===== src/rtl/audio_pkg.sv =====
// Shared definitions for the audio filter path: default widths and the
// handshake FSM state encoding.
package audio_pkg;

    // Default sample width (two's-complement) and averaging depth (log2).
    localparam int unsigned DEFAULT_DATA_W    = 24;
    localparam int unsigned DEFAULT_LOG2_TAPS = 3;

    // Filter handshake states: wait for ADC pair, fold it in, push DAC pair.
    typedef enum logic [1:0] {
        S_IDLE = 2'd0,
        S_ACC  = 2'd1,
        S_OUT  = 2'd2
    } state_t;

endpackage


===== src/rtl/avg_channel.sv =====
// One channel of the moving-average filter. Each sample is pre-scaled by
// 1/TAPS and kept in a circular history; a running sum adds the newest
// scaled sample and drops the oldest, so the sum is the window average.
module avg_channel
    import audio_pkg::*;
#(
    parameter int unsigned DATA_W    = DEFAULT_DATA_W,
    parameter int unsigned LOG2_TAPS = DEFAULT_LOG2_TAPS
) (
    input  logic              CLOCK_50,
    input  logic              reset_n,
    input  logic              update,
    input  logic [DATA_W-1:0] sample,
    output logic [DATA_W-1:0] avg
);

    localparam int unsigned TAPS = 1 << LOG2_TAPS;

    logic signed [DATA_W-1:0]    hist_q [TAPS];
    logic        [LOG2_TAPS-1:0] ptr_q;
    logic signed [DATA_W-1:0]    sum_q;
    logic signed [DATA_W-1:0]    sum_d;
    logic signed [DATA_W-1:0]    scaled;

    // Scale the new sample and form the post-update sum (wraps mod 2^DATA_W).
    always_comb begin
        scaled = $signed(sample) >>> LOG2_TAPS;
        sum_d  = sum_q + scaled - hist_q[ptr_q];
    end

    // The top registers this on the update cycle, so it sees the new sum.
    assign avg = sum_d;

    // History, write pointer and running sum; cleared on reset.
    always_ff @(posedge CLOCK_50 or negedge reset_n) begin
        if (!reset_n) begin
            for (int unsigned i = 0; i < TAPS; i++) begin
                hist_q[i] <= '0;
            end
            ptr_q <= '0;
            sum_q <= '0;
        end else if (update) begin
            hist_q[ptr_q] <= scaled;
            // Pointer width equals LOG2_TAPS, so the increment wraps to 0.
            ptr_q         <= ptr_q + 1'b1;
            sum_q         <= sum_d;
        end
    end

endmodule


===== src/rtl/audio_avg_filter.sv =====
// Stereo moving-average stage between the CODEC read and write FIFOs.
// Pops one pair when available, filters it (or passes it raw in bypass),
// and holds it on the DAC side until the CODEC can take it.
module audio_avg_filter
    import audio_pkg::*;
#(
    parameter int unsigned DATA_W    = DEFAULT_DATA_W,
    parameter int unsigned LOG2_TAPS = DEFAULT_LOG2_TAPS
) (
    input  logic              CLOCK_50,
    input  logic              reset_n,
    input  logic              bypass,
    input  logic              read_ready,
    input  logic [DATA_W-1:0] readdata_left,
    input  logic [DATA_W-1:0] readdata_right,
    output logic              read,
    input  logic              write_ready,
    output logic [DATA_W-1:0] writedata_left,
    output logic [DATA_W-1:0] writedata_right,
    output logic              write
);

    state_t            state_q;
    logic              bypass_q;
    logic [DATA_W-1:0] raw_left_q;
    logic [DATA_W-1:0] raw_right_q;
    logic [DATA_W-1:0] avg_left;
    logic [DATA_W-1:0] avg_right;
    logic              update;

    // History advances on every accepted pair, bypass or not, so leaving
    // bypass resumes from a correct window.
    assign update = (state_q == S_ACC);

    avg_channel #(
        .DATA_W    (DATA_W),
        .LOG2_TAPS (LOG2_TAPS)
    ) u_left (
        .CLOCK_50 (CLOCK_50),
        .reset_n  (reset_n),
        .update   (update),
        .sample   (raw_left_q),
        .avg      (avg_left)
    );

    avg_channel #(
        .DATA_W    (DATA_W),
        .LOG2_TAPS (LOG2_TAPS)
    ) u_right (
        .CLOCK_50 (CLOCK_50),
        .reset_n  (reset_n),
        .update   (update),
        .sample   (raw_right_q),
        .avg      (avg_right)
    );

    // Pop/push strobes are qualified by the live ready flags so they can
    // only pulse while the CODEC is actually ready; states are exclusive,
    // so read and write never coincide.
    always_comb begin
        read  = (state_q == S_IDLE) && read_ready;
        write = (state_q == S_OUT)  && write_ready;
    end

    // Handshake FSM: capture raw pair, load filtered pair, wait for the DAC.
    always_ff @(posedge CLOCK_50 or negedge reset_n) begin
        if (!reset_n) begin
            state_q         <= S_IDLE;
            bypass_q        <= 1'b0;
            raw_left_q      <= '0;
            raw_right_q     <= '0;
            writedata_left  <= '0;
            writedata_right <= '0;
        end else begin
            case (state_q)
                S_IDLE: begin
                    if (read_ready) begin
                        raw_left_q  <= readdata_left;
                        raw_right_q <= readdata_right;
                        bypass_q    <= bypass;
                        state_q     <= S_ACC;
                    end
                end
                S_ACC: begin
                    writedata_left  <= bypass_q ? raw_left_q  : avg_left;
                    writedata_right <= bypass_q ? raw_right_q : avg_right;
                    state_q         <= S_OUT;
                end
                S_OUT: begin
                    if (write_ready) begin
                        state_q <= S_IDLE;
                    end
                end
                default: begin
                    state_q <= S_IDLE;
                end
            endcase
        end
    end

endmodule


===== config.mk =====
export PLATFORM = sky130hd
export DESIGN_NAME = audio_avg_filter
export DESIGN_NICKNAME = d
export VERILOG_FILES = /design/src/rtl/audio_pkg.sv /design/src/rtl/avg_channel.sv /design/src/rtl/audio_avg_filter.sv
export SDC_FILE = /design/constraint.sdc
export NUM_CORES = 1
export LEC_CHECK = 0
export ABC_AREA = 1
export CAP_MARGIN = 25
export CORE_MARGIN = 2
export CORE_UTILIZATION = 66
export CTS_CLUSTER_DIAMETER = 120
export DETAILED_ROUTE_END_ITERATION = 8
export HOLD_SLACK_MARGIN = 0.05
export PLACE_DENSITY = 0.92
export SETUP_SLACK_MARGIN = 0.15
export SLEW_MARGIN = 20
export SYNTH_ARGS = -nofsm -noshare
export SYNTH_HDL_FRONTEND = slang
export SYNTH_SLANG_ARGS = --single-unit

===== constraint.sdc =====
create_clock -name CLOCK_50 -period 8.6 [get_ports CLOCK_50]
set_clock_uncertainty 0.1 [all_clocks]
set_input_delay 0.86 -clock CLOCK_50 [delete_from_list [all_inputs] [get_ports CLOCK_50]]
set_output_delay 0.86 -clock CLOCK_50 [all_outputs]
set_load 0.02 [all_outputs]

# Yosys cells after proc, flatten, opt, wreduce, memory -nomap -nowiden
# Index checks and enable logic that the tools add are counted.
[totals]
reg_bits = 537
word_cells = 66
[op_classes]
n_addsub = 6
order_cmp = 4
n_eq_ne = 4
muxes = 17
bitwise_logic = 2
n_reduce_logical = 7
[ops]
columns = ["operator", "count"]
rows = [
  ["bitwise mux 192 bit", 2],
  ["two-way mux 24 bit", 8],
  ["binary-select mux 24 bit (select 3 bit)", 2],
  ["demux 24 bit (select 3 bit)", 2],
  ["adder 24 x 21 -> 24 bit", 2],
  ["subtractor 24 bit", 2],
  ["greater-or-equal comparator 4 bit, second input constant", 2],
  ["less-than comparator 4 x 1 -> 1 bit, second input constant", 2],
  ["NOT 3 -> 4 bit", 2],
  ["adder 3 x 1 -> 3 bit, second input constant", 2],
  ["case mux 2 bit (3 select lines)", 1],
  ["logical AND 1 bit", 4],
  ["two-way mux 2 bit", 2],
  ["!= test 2 bit, second input constant", 2],
  ["AND reduction 2 bit", 2],
  ["== test 2 x 1 -> 1 bit, second input constant", 1],
  ["== test 2 bit, second input constant", 1],
  ["zero test 2 bit", 1],
]

# Logic depth before layout (Yosys ltp)
# Gate-level depths: netlist (run 1).
[depth]
word_depth = 6
ltp_mapped = 22
mapped_depth_nobuf = 22

# By module
# Synthesis (run 1) repeated with hierarchy kept, for this count alone.
[hier_totals]
hier_cells = 3320
hier_area_um2 = 25893.6
[by_module_without_submodules]
columns = ["module", "n_inst", "cells_each", "area_per_inst_um2", "seq_area_each_um2"]
rows = [
  ["avg_channel (u_right)", 1, 1378, 10805.4, 4879.7],
  ["avg_channel (u_left)", 1, 1358, 10665.2, 4879.7],
  ["audio_avg_filter", 1, 584, 4423.0, 2477.4],
]

# Worst setup path before layout (run 1)
# OpenSTA, ideal clock, no wires.
[synth_path]
path_kind = "flip-flop to flip-flop"
start = "register u_right.ptr_q[0]"
end = "register u_right.sum_q[16]"
setup_time_ps = 131
arrival_ps = 2917
required_time_ps = 8369
path_slack_ps = 5453
path_stages_with_launch = 22
n_path_buf = 3
path_cell_list = "dfrtp_1 buf_2 buf_2 buf_2 nand2_1 o211ai_1 o2111ai_1 fa_1 inv_1 fa_1 nand2_1 inv_1 nand2_1 nand2_1 nand2_1 nand2_1 nand3_1 nand2_1 nand2_1 nand2_1 nand2_1 o21ai_0"
[synth_between]
elab_chain_len = 5
[synth_lines]
columns = ["item", "line_no", "source"]
rows = [
  ["from (decl)", "avg_channel.sv:20", "logic [LOG2_TAPS-1:0] ptr_q;"],
  ["from (signal assigned)", "avg_channel.sv:45", "ptr_q <= ptr_q + 1'b1;"],
  ["NOT 3 -> 4 bit (not written as such)", "avg_channel.sv:28", "sum_d = sum_q + scaled - hist_q[ptr_q];"],
  ["binary-select mux 24 bit (select 3 bit)", "avg_channel.sv:28", ""],
  ["two-way mux 24 bit (not written as such) (2 in series)", "avg_channel.sv:28", ""],
  ["subtractor 24 bit", "avg_channel.sv:28", ""],
  ["to (signal assigned)", "avg_channel.sv:46", "sum_q <= sum_d;"],
  ["to (decl)", "avg_channel.sv:21", "logic signed [DATA_W-1:0] sum_q;"],
]
# No other way between the ends. The select of a mux whose other input is x is not followed.
# A chain may end at the register's enable or synchronous reset.

# Worst setup path after layout (run 1)
[layout_path]
start = "register u_right.ptr_q[0]"
end = "register writedata_right[15]"
[layout_between]
elab_chain_len = 6
[layout_lines]
columns = ["item", "line_no", "source"]
rows = [
  ["NOT 3 -> 4 bit (not written as such)", "avg_channel.sv:28", ""],
  ["binary-select mux 24 bit (select 3 bit)", "avg_channel.sv:28", ""],
  ["two-way mux 24 bit (not written as such) (2 in series)", "avg_channel.sv:28", ""],
  ["subtractor 24 bit", "avg_channel.sv:28", ""],
  ["two-way mux 24 bit", "audio_avg_filter.sv:86", "writedata_right <= bypass_q ? raw_right_q : avg_right;"],
  ["to (signal assigned)", "audio_avg_filter.sv:86", ""],
  ["to (decl)", "audio_avg_filter.sv:19", "output logic [DATA_W-1:0] writedata_right,"],
]
# No other way between the ends. The select of a mux whose other input is x is not followed.

==> impl_metrics.py, run 1 <==
metrics = {
    "drt": {
        "drtAntennaViolNets": 0,
        "vias_per_cell": 6.04,
        "vias": 23100,
        "drc": 0,
        "wirelength_um": 73600,
        "post_drt_wl_per_cell_um": 19.3,
        "dr.pass1.iters": 6,
        "drtIter0Drc": 2811,
    },
    "timing": {
        "grt_setup_unrepaired": "false",
        "setup-tns-final_ns": 0,
        "fin_crit_sh_pct": 53.5,
        "timing_hold_violations_final": 0,
        "slew_violations": 0,
        "max_freq_ghz": 0.218,
        "worst_pin_slew_ns": 1.08,
        "finalSetupViolCount": 0,
        "fin_crit_ns": 4.60,
        "relSlewSlack_pct": 27.8,
    },
    "floorplanning": {
        "ioPinCount": 103,
        "die_area_um2": 40200,
        "dieWidth_um": 201,
        "initial_utilization_pct": 67.4,
        "die_y_um": 201,
        "coreArea_um2": 37800,
        "row_count": 71,
    },
    "critical_path": {
        "cp_max_fo": 86,
        "cp-start-kind": "register",
        "end_kind": "register",
        "crit_arrival_ns": 4.99,
        "regToRegEndpoint": "writedata_right[15]",
        "worstPathRequired_ns": 8.99,
        "r2r_setup_slack_ns": 4.00,
        "critPathKind": "register to register",
        "reg2regPathDepth": 16,
        "timing.rr.start": "u_right.ptr_q[0]",
    },
    "cts": {
        "path_clk_slew_ns": 0.07,
        "worst_skew_pair.late_latency_ns": 0.61,
        "cts_buffer_depth": 3,
        "numCtsBuffers": 50,
        "numClockSinks": 489,
        "cts_tree": "done",
        "ctsResizeCount": 0,
        "ctsHoldBuffers": 0,
        "htree_num_levels": 2,
        "post-cts-setup-buffers": 0,
        "cts_root_buf": "clkbuf_16",
    },
    "status": {
        "status": "finished, final reports clean",
    },
    "global_route": {
        "grt_usage_pct": 36.7,
        "grt_pass1_wl_um": 118000,
        "grt_overflow": 0,
        "antenna_found_initial": 0,
        "grt_pass1_vias": 22600,
        "grt_max_degree": 178,
    },
    "yosys": {
        "ys_async_sr_fraction_pct": 100,
        "yosysWarningCount": 0,
        "ys_ff_latch": 489,
        "synth-edff-count": 0,
        "avgSynthCellArea_um2": 7.84,
        "ys_seq_area_share_pct": 48.0,
        "syn_inst": 3250,
        "synth_top_flop_cell": "dfrtp_1",
        "synth_cell_types": 33,
        "synth_fp_nets": 3401,
        "netlist_area_um2": 25500,
    },
    "placement": {
        "hpwl_um": 47100,
        "gp_congestion": 0.967,
        "portBuffers": 102,
    },
    "cells_and_area": {
        "multi_input_area_um2": 10800,
        "drive_above_1_share_pct": 3.84,
        "fillCellCount": 2692,
        "final_nets": 3425,
        "n_antenna_cell": 0,
        "area_delta_synth_final_pct": 10.7,
        "seqCellArea_um2": 12200,
    },
    "worst_hold_path": {
        "hold_path.class": "primary input to async pin",
    },
    "flow_run": {
        "cap_violations": 0,
    },
}
==> cell families after synthesis <==
logic type / Yosys count / synth area share, %
AO/OA/AOI/OAI: 813 / 17.0
adder cells (fa/ha/maj): 98 / 6.16
flip-flops: 489 / 48.0
XOR/XNOR: 22 / 0.756
AND/OR/NAND/NOR: 1195 / 18.4
buffers and inverters: 633 / 9.67
==> metrics by stage <==
| stage | instances | util, % | hold WS [ns] | area, µm² | setup slack [ns] |
|---|---|---|---|---|---|
| floorplan | 3250 | - | 0.348 | 25500 | 5.45 |
| global placement | 3732 | 70.6 | 0.361 | 26700 | 4.37 |
| detailed placement | 3732 | 70.6 | 0.365 | 26700 | 4.25 |
| CTS | 3819 | 74.5 | 0.337 | 28200 | 4.17 |
| global route | 3820 | 74.6 | 0.120 | 28200 | 3.70 |
| finish | 3820 | 74.6 | 0.0840 | 28200 | 4.00 |
==> worst max-delay path by stage <==
stage,slack [ns],startpoint,end,cells after the start
after global routing,3.70,u_right.ptr_q[0],writedata_right[18],16
after floorplan,5.45,u_right.ptr_q[0],u_right.sum_q[16],21
after global placement,4.37,u_right.ptr_q[0],writedata_right[15],16
after detailed placement,4.25,u_right.ptr_q[0],u_right.sum_q[17],16
final,4.00,u_right.ptr_q[0],writedata_right[15],16
after CTS,4.17,u_right.ptr_q[0],writedata_right[15],16
==> sequential cells by signal, summed over array words and instances, names as in the netlist <==
name and count:
u_left.ptr_q 3, u_right.sum_q 24, raw_left_q 24, state_q 2, u_left.sum_q 24, u_left.hist_q 168, u_right.ptr_q 3, bypass_q 1
u_right.hist_q 168, writedata_right 24, writedata_left 24, raw_right_q 24
==> area by class of cell <==
cell class	instances	share of cell area, %
Clock buffer	73	4.91
Tap cell	511	2.26
Multi-Input combinational cell	2128	38.2
Sequential cell	489	43.4
Inverter	476	6.33
Clock inverter	14	0.363
Timing Repair Buffer	129	4.51
==> per-layer routing <==
metal  part of all wire [%]  vias up  track usage, %
li1                       -    10400               -
met1                     40    11000            52.1
met2                     44     1480            54.5
met3                     12      218            8.78
met4                    3.6        0            15.3
met5                      0        -               0
==> cell usage in the layout (no fill, tap or decap), types with 18 or more instances in the layout <==
| cell | count |
|---|---|
| o21ai_1 | 39 |
| o211ai_1 | 41 |
| nor2_1 | 188 |
| clkdlybuf4s50_1 | 101 |
| ha_1 | 52 |
| clkbuf_16 | 50 |
| o2111ai_1 | 33 |
| o21ai_0 | 469 |
| nand3_1 | 77 |
| dfrtp_1 | 486 |
| xor2_1 | 19 |
| fa_1 | 46 |
| buf_4 | 24 |
| clkbuf_1 | 18 |
| a21oi_1 | 204 |
| nand2_1 | 890 |
| inv_1 | 467 |
==> synthesized netlist by cell type (3+ instances only) <==
cell	instances	area, µm²
buf_1	4	15.0
ha_1	52	651
dfrtp_1	489	12200
nand2_1	892	3350
inv_2	8	30.0
inv_1	468	1760
buf_2	65	325
nor3_1	3	15.0
nand4_1	17	106
a21oi_1	204	1020
fa_1	46	921
o211ai_1	41	308
clkbuf_1	86	323
xnor2_1	3	26.3
o2111ai_1	33	289
o21ai_0	469	2350
nor2_1	188	706
nand3_1	77	385
a31oi_1	17	106
a21o_1	3	22.5
xor2_1	19	166
nor2_2	12	75.1
o21ai_1	39	195
==> critical path, cell delays in order, from the launching register on <==
cell	delay (ns)
dfrtp_4	0.81
buf_4	0.72
o21ai_0	0.26
o2111ai_1	0.55
fa_1	0.52
inv_1	0.08
ha_1	0.27
nand2_1	0.16
inv_1	0.07
a21oi_1	0.14
nand2_1	0.18
nand3_1	0.19
nand2_1	0.07
nand2_1	0.08
nand3_1	0.09
nand2_1	0.10
nand2_1	0.05
Power of run 1 is left out: the tool's default activity adds up to more than one toggle a clock period on the data nets, which glitch-free logic cannot reach.
==> run 2: changes to the inputs <==
--- a/config.mk
+++ b/config.mk
@@ -8,11 +8,11 @@
 export ABC_AREA = 1
 export CAP_MARGIN = 25
 export CORE_MARGIN = 2
-export CORE_UTILIZATION = 66
+export CORE_UTILIZATION = 62
 export CTS_CLUSTER_DIAMETER = 120
 export DETAILED_ROUTE_END_ITERATION = 8
 export HOLD_SLACK_MARGIN = 0.05
-export PLACE_DENSITY = 0.92
+export PLACE_DENSITY = 0.87
 export SETUP_SLACK_MARGIN = 0.15
 export SLEW_MARGIN = 20
 export SYNTH_ARGS = -nofsm -noshare
==> constraint.sdc (replaced) <==
create_clock -name CLOCK_50 -period 4.5 [get_ports CLOCK_50]
set_clock_uncertainty 0.1 [all_clocks]
set_input_delay 0.45 -clock CLOCK_50 [delete_from_list [all_inputs] [get_ports CLOCK_50]]
set_output_delay 0.45 -clock CLOCK_50 [all_outputs]
set_load 0.02 [all_outputs]
==> run 2 against run 1 <==
Utilization down 4.3 points. Critical endpoint is now u_right.sum_q[16]. Hold slack gained 0.20 ns. Via count is 0.51% lower. Cell area increased by 1.5%. Die area is 6.3% higher.
==> impl_metrics.py, run 2 (synthesized netlist as in run 1, its figures left out) <==
metrics = {
    "timing": {
        "relSlewSlack_pct": 34.4,
        "max_freq_ghz": 0.245,
        "timing_hold_violations_final": 0,
        "fin_crit_sh_pct": 90.6,
        "worst_pin_slew_ns": 0.982,
        "finalSetupViolCount": 0,
        "slew_violations": 0,
        "setup-tns-final_ns": 0,
        "fin_crit_ns": 4.08,
        "grt_setup_unrepaired": "true",
    },
    "flow_run": {
        "cap_violations": 0,
    },
    "drt": {
        "drtAntennaViolNets": 0,
        "drc": 0,
        "dr.pass1.iters": 8,
        "vias": 23000,
        "drtIter0Drc": 2941,
        "vias_per_cell": 5.94,
        "post_drt_wl_per_cell_um": 19.5,
        "wirelength_um": 75400,
    },
    "cells_and_area": {
        "layout_common_cells": "nand2_1, dfrtp_1, o21ai_0",
        "reg_top3": "u_left.hist_q (168), u_right.hist_q (168)",
        "multi_input_area_um2": 10800,
        "final_common_cell": "nand2_1",
        "drive_above_1_share_pct": 4.80,
        "fillCellCount": 3151,
        "area_delta_synth_final_pct": 12.4,
        "n_antenna_cell": 0,
        "final_nets": 3449,
        "seqCellArea_um2": 12200,
    },
    "critical_path": {
        "cp-start-kind": "register",
        "regToRegEndpoint": "u_right.sum_q[16]",
        "end_kind": "register",
        "crit_arrival_ns": 4.42,
        "r2r_setup_slack_ns": 0.42,
        "reg2regPathDepth": 21,
        "critPathKind": "register to register",
        "cp_max_fo": 11,
        "worstPathRequired_ns": 4.84,
        "timing.rr.start": "u_right.ptr_q[1]",
    },
    "global_route": {
        "antenna_found_initial": 0,
        "grt_overflow": 0,
        "grt_pass1_wl_um": 119000,
        "grt_pass1_vias": 22100,
        "grt_max_degree": 97,
        "grt_usage_pct": 36.0,
    },
    "floorplanning": {
        "row_count": 74,
        "coreArea_um2": 40700,
        "dieWidth_um": 207,
        "ioPinCount": 103,
        "initial_utilization_pct": 62.6,
        "die_area_um2": 42800,
        "die_y_um": 207,
    },
    "cts": {
        "numCtsBuffers": 50,
        "worst_skew_pair.late_latency_ns": 0.61,
        "cts_root_buf": "clkbuf_16",
        "htree_num_levels": 2,
        "cts_tree": "done",
        "cts_buffer_depth": 3,
        "numClockSinks": 489,
        "path_clk_slew_ns": 0.06,
    },
    "worst_hold_path": {
        "hold_path.class": "primary input to register",
        "hold_end": "raw_left_q[0]",
        "hold_depth": 3,
        "hold_start": "readdata_left[0]",
    },
    "placement": {
        "gp_congestion": 0.954,
        "portBuffers": 102,
        "hpwl_um": 51200,
    },
    "status": {
        "status": "finished, final reports clean",
    },
}
[run 2: worst max path at each step]
stage / endpoint / startpoint / slack (ns)
floorplan: u_right.sum_q[16] / u_right.ptr_q[0] / 1.35
global placement: u_right.sum_q[16] / u_right.ptr_q[2] / 0.50
detailed placement: u_right.sum_q[16] / u_right.ptr_q[2] / 0.47
CTS: u_right.sum_q[16] / u_right.ptr_q[1] / 0.43
global route: u_right.sum_q[17] / u_right.ptr_q[2] / 0.1
finish: u_right.sum_q[16] / u_right.ptr_q[1] / 0.42
[run 2: per-layer routing]
layer  vias to the layer above  track usage, %  part of all wire, %
li1                      10400               -                    -
met1                     11000            53.3                   42
met2                      1369            53.4                   44
met3                       156            8.84                   12
met4                         0            9.57                  2.3
met5                         -               0                    0
[run 2: area by class of cell]
cell class,instances,share of cell area (%)
clock buffers,66,4.86
clock inverters,21,0.921
inverters,476,6.28
multi-input cells,2128,37.7
flip-flops and latches,489,42.7
well taps,532,2.32
repair buffers,152,5.20
repair inverters,1,0.0262
[run 2: through the flow]
step | instances | area [µm²] | hold slack (ns) | util (%) | worst slack [ns]
detailed placement | 3773 | 26900 | 0.365 | 66.1 | 0.469
global route | 3865 | 28700 | 0.282 | 70.3 | 0.0999
global placement | 3773 | 26900 | 0.361 | 66.1 | 0.504
CTS | 3861 | 28600 | 0.260 | 70.2 | 0.432
finish | 3865 | 28700 | 0.283 | 70.3 | 0.422
floorplan | 3250 | 25500 | 0.0544 | - | 1.35
[run 2: worst max-delay path, cell delays in order (launching register included)]
cell	delay [ns]
dfrtp_1	0.45
nand2_1	0.27
clkinvlp_4	0.38
a22o_1	0.28
a21oi_1	0.18
a31oi_1	0.19
ha_1	0.31
inv_1	0.04
ha_1	0.25
fa_1	0.41
nand2_1	0.07
inv_1	0.09
nand2_1	0.07
nand2_1	0.14
nand2_1	0.09
nand2_1	0.12
nand3_1	0.13
nand2_1	0.06
nand2_1	0.08
nand2_1	0.06
nand2_1	0.05
o21ai_0	0.09
[run 2: what timing repair did]
action                     4_1_cts  5_1_grt
setup endpoints to repair        0       11
gates resized for setup          0        4
hold endpoints to repair        89        0
setup buffers                    0        2
hold buffers                     1        0
Power of run 2 is left out for the same reason.
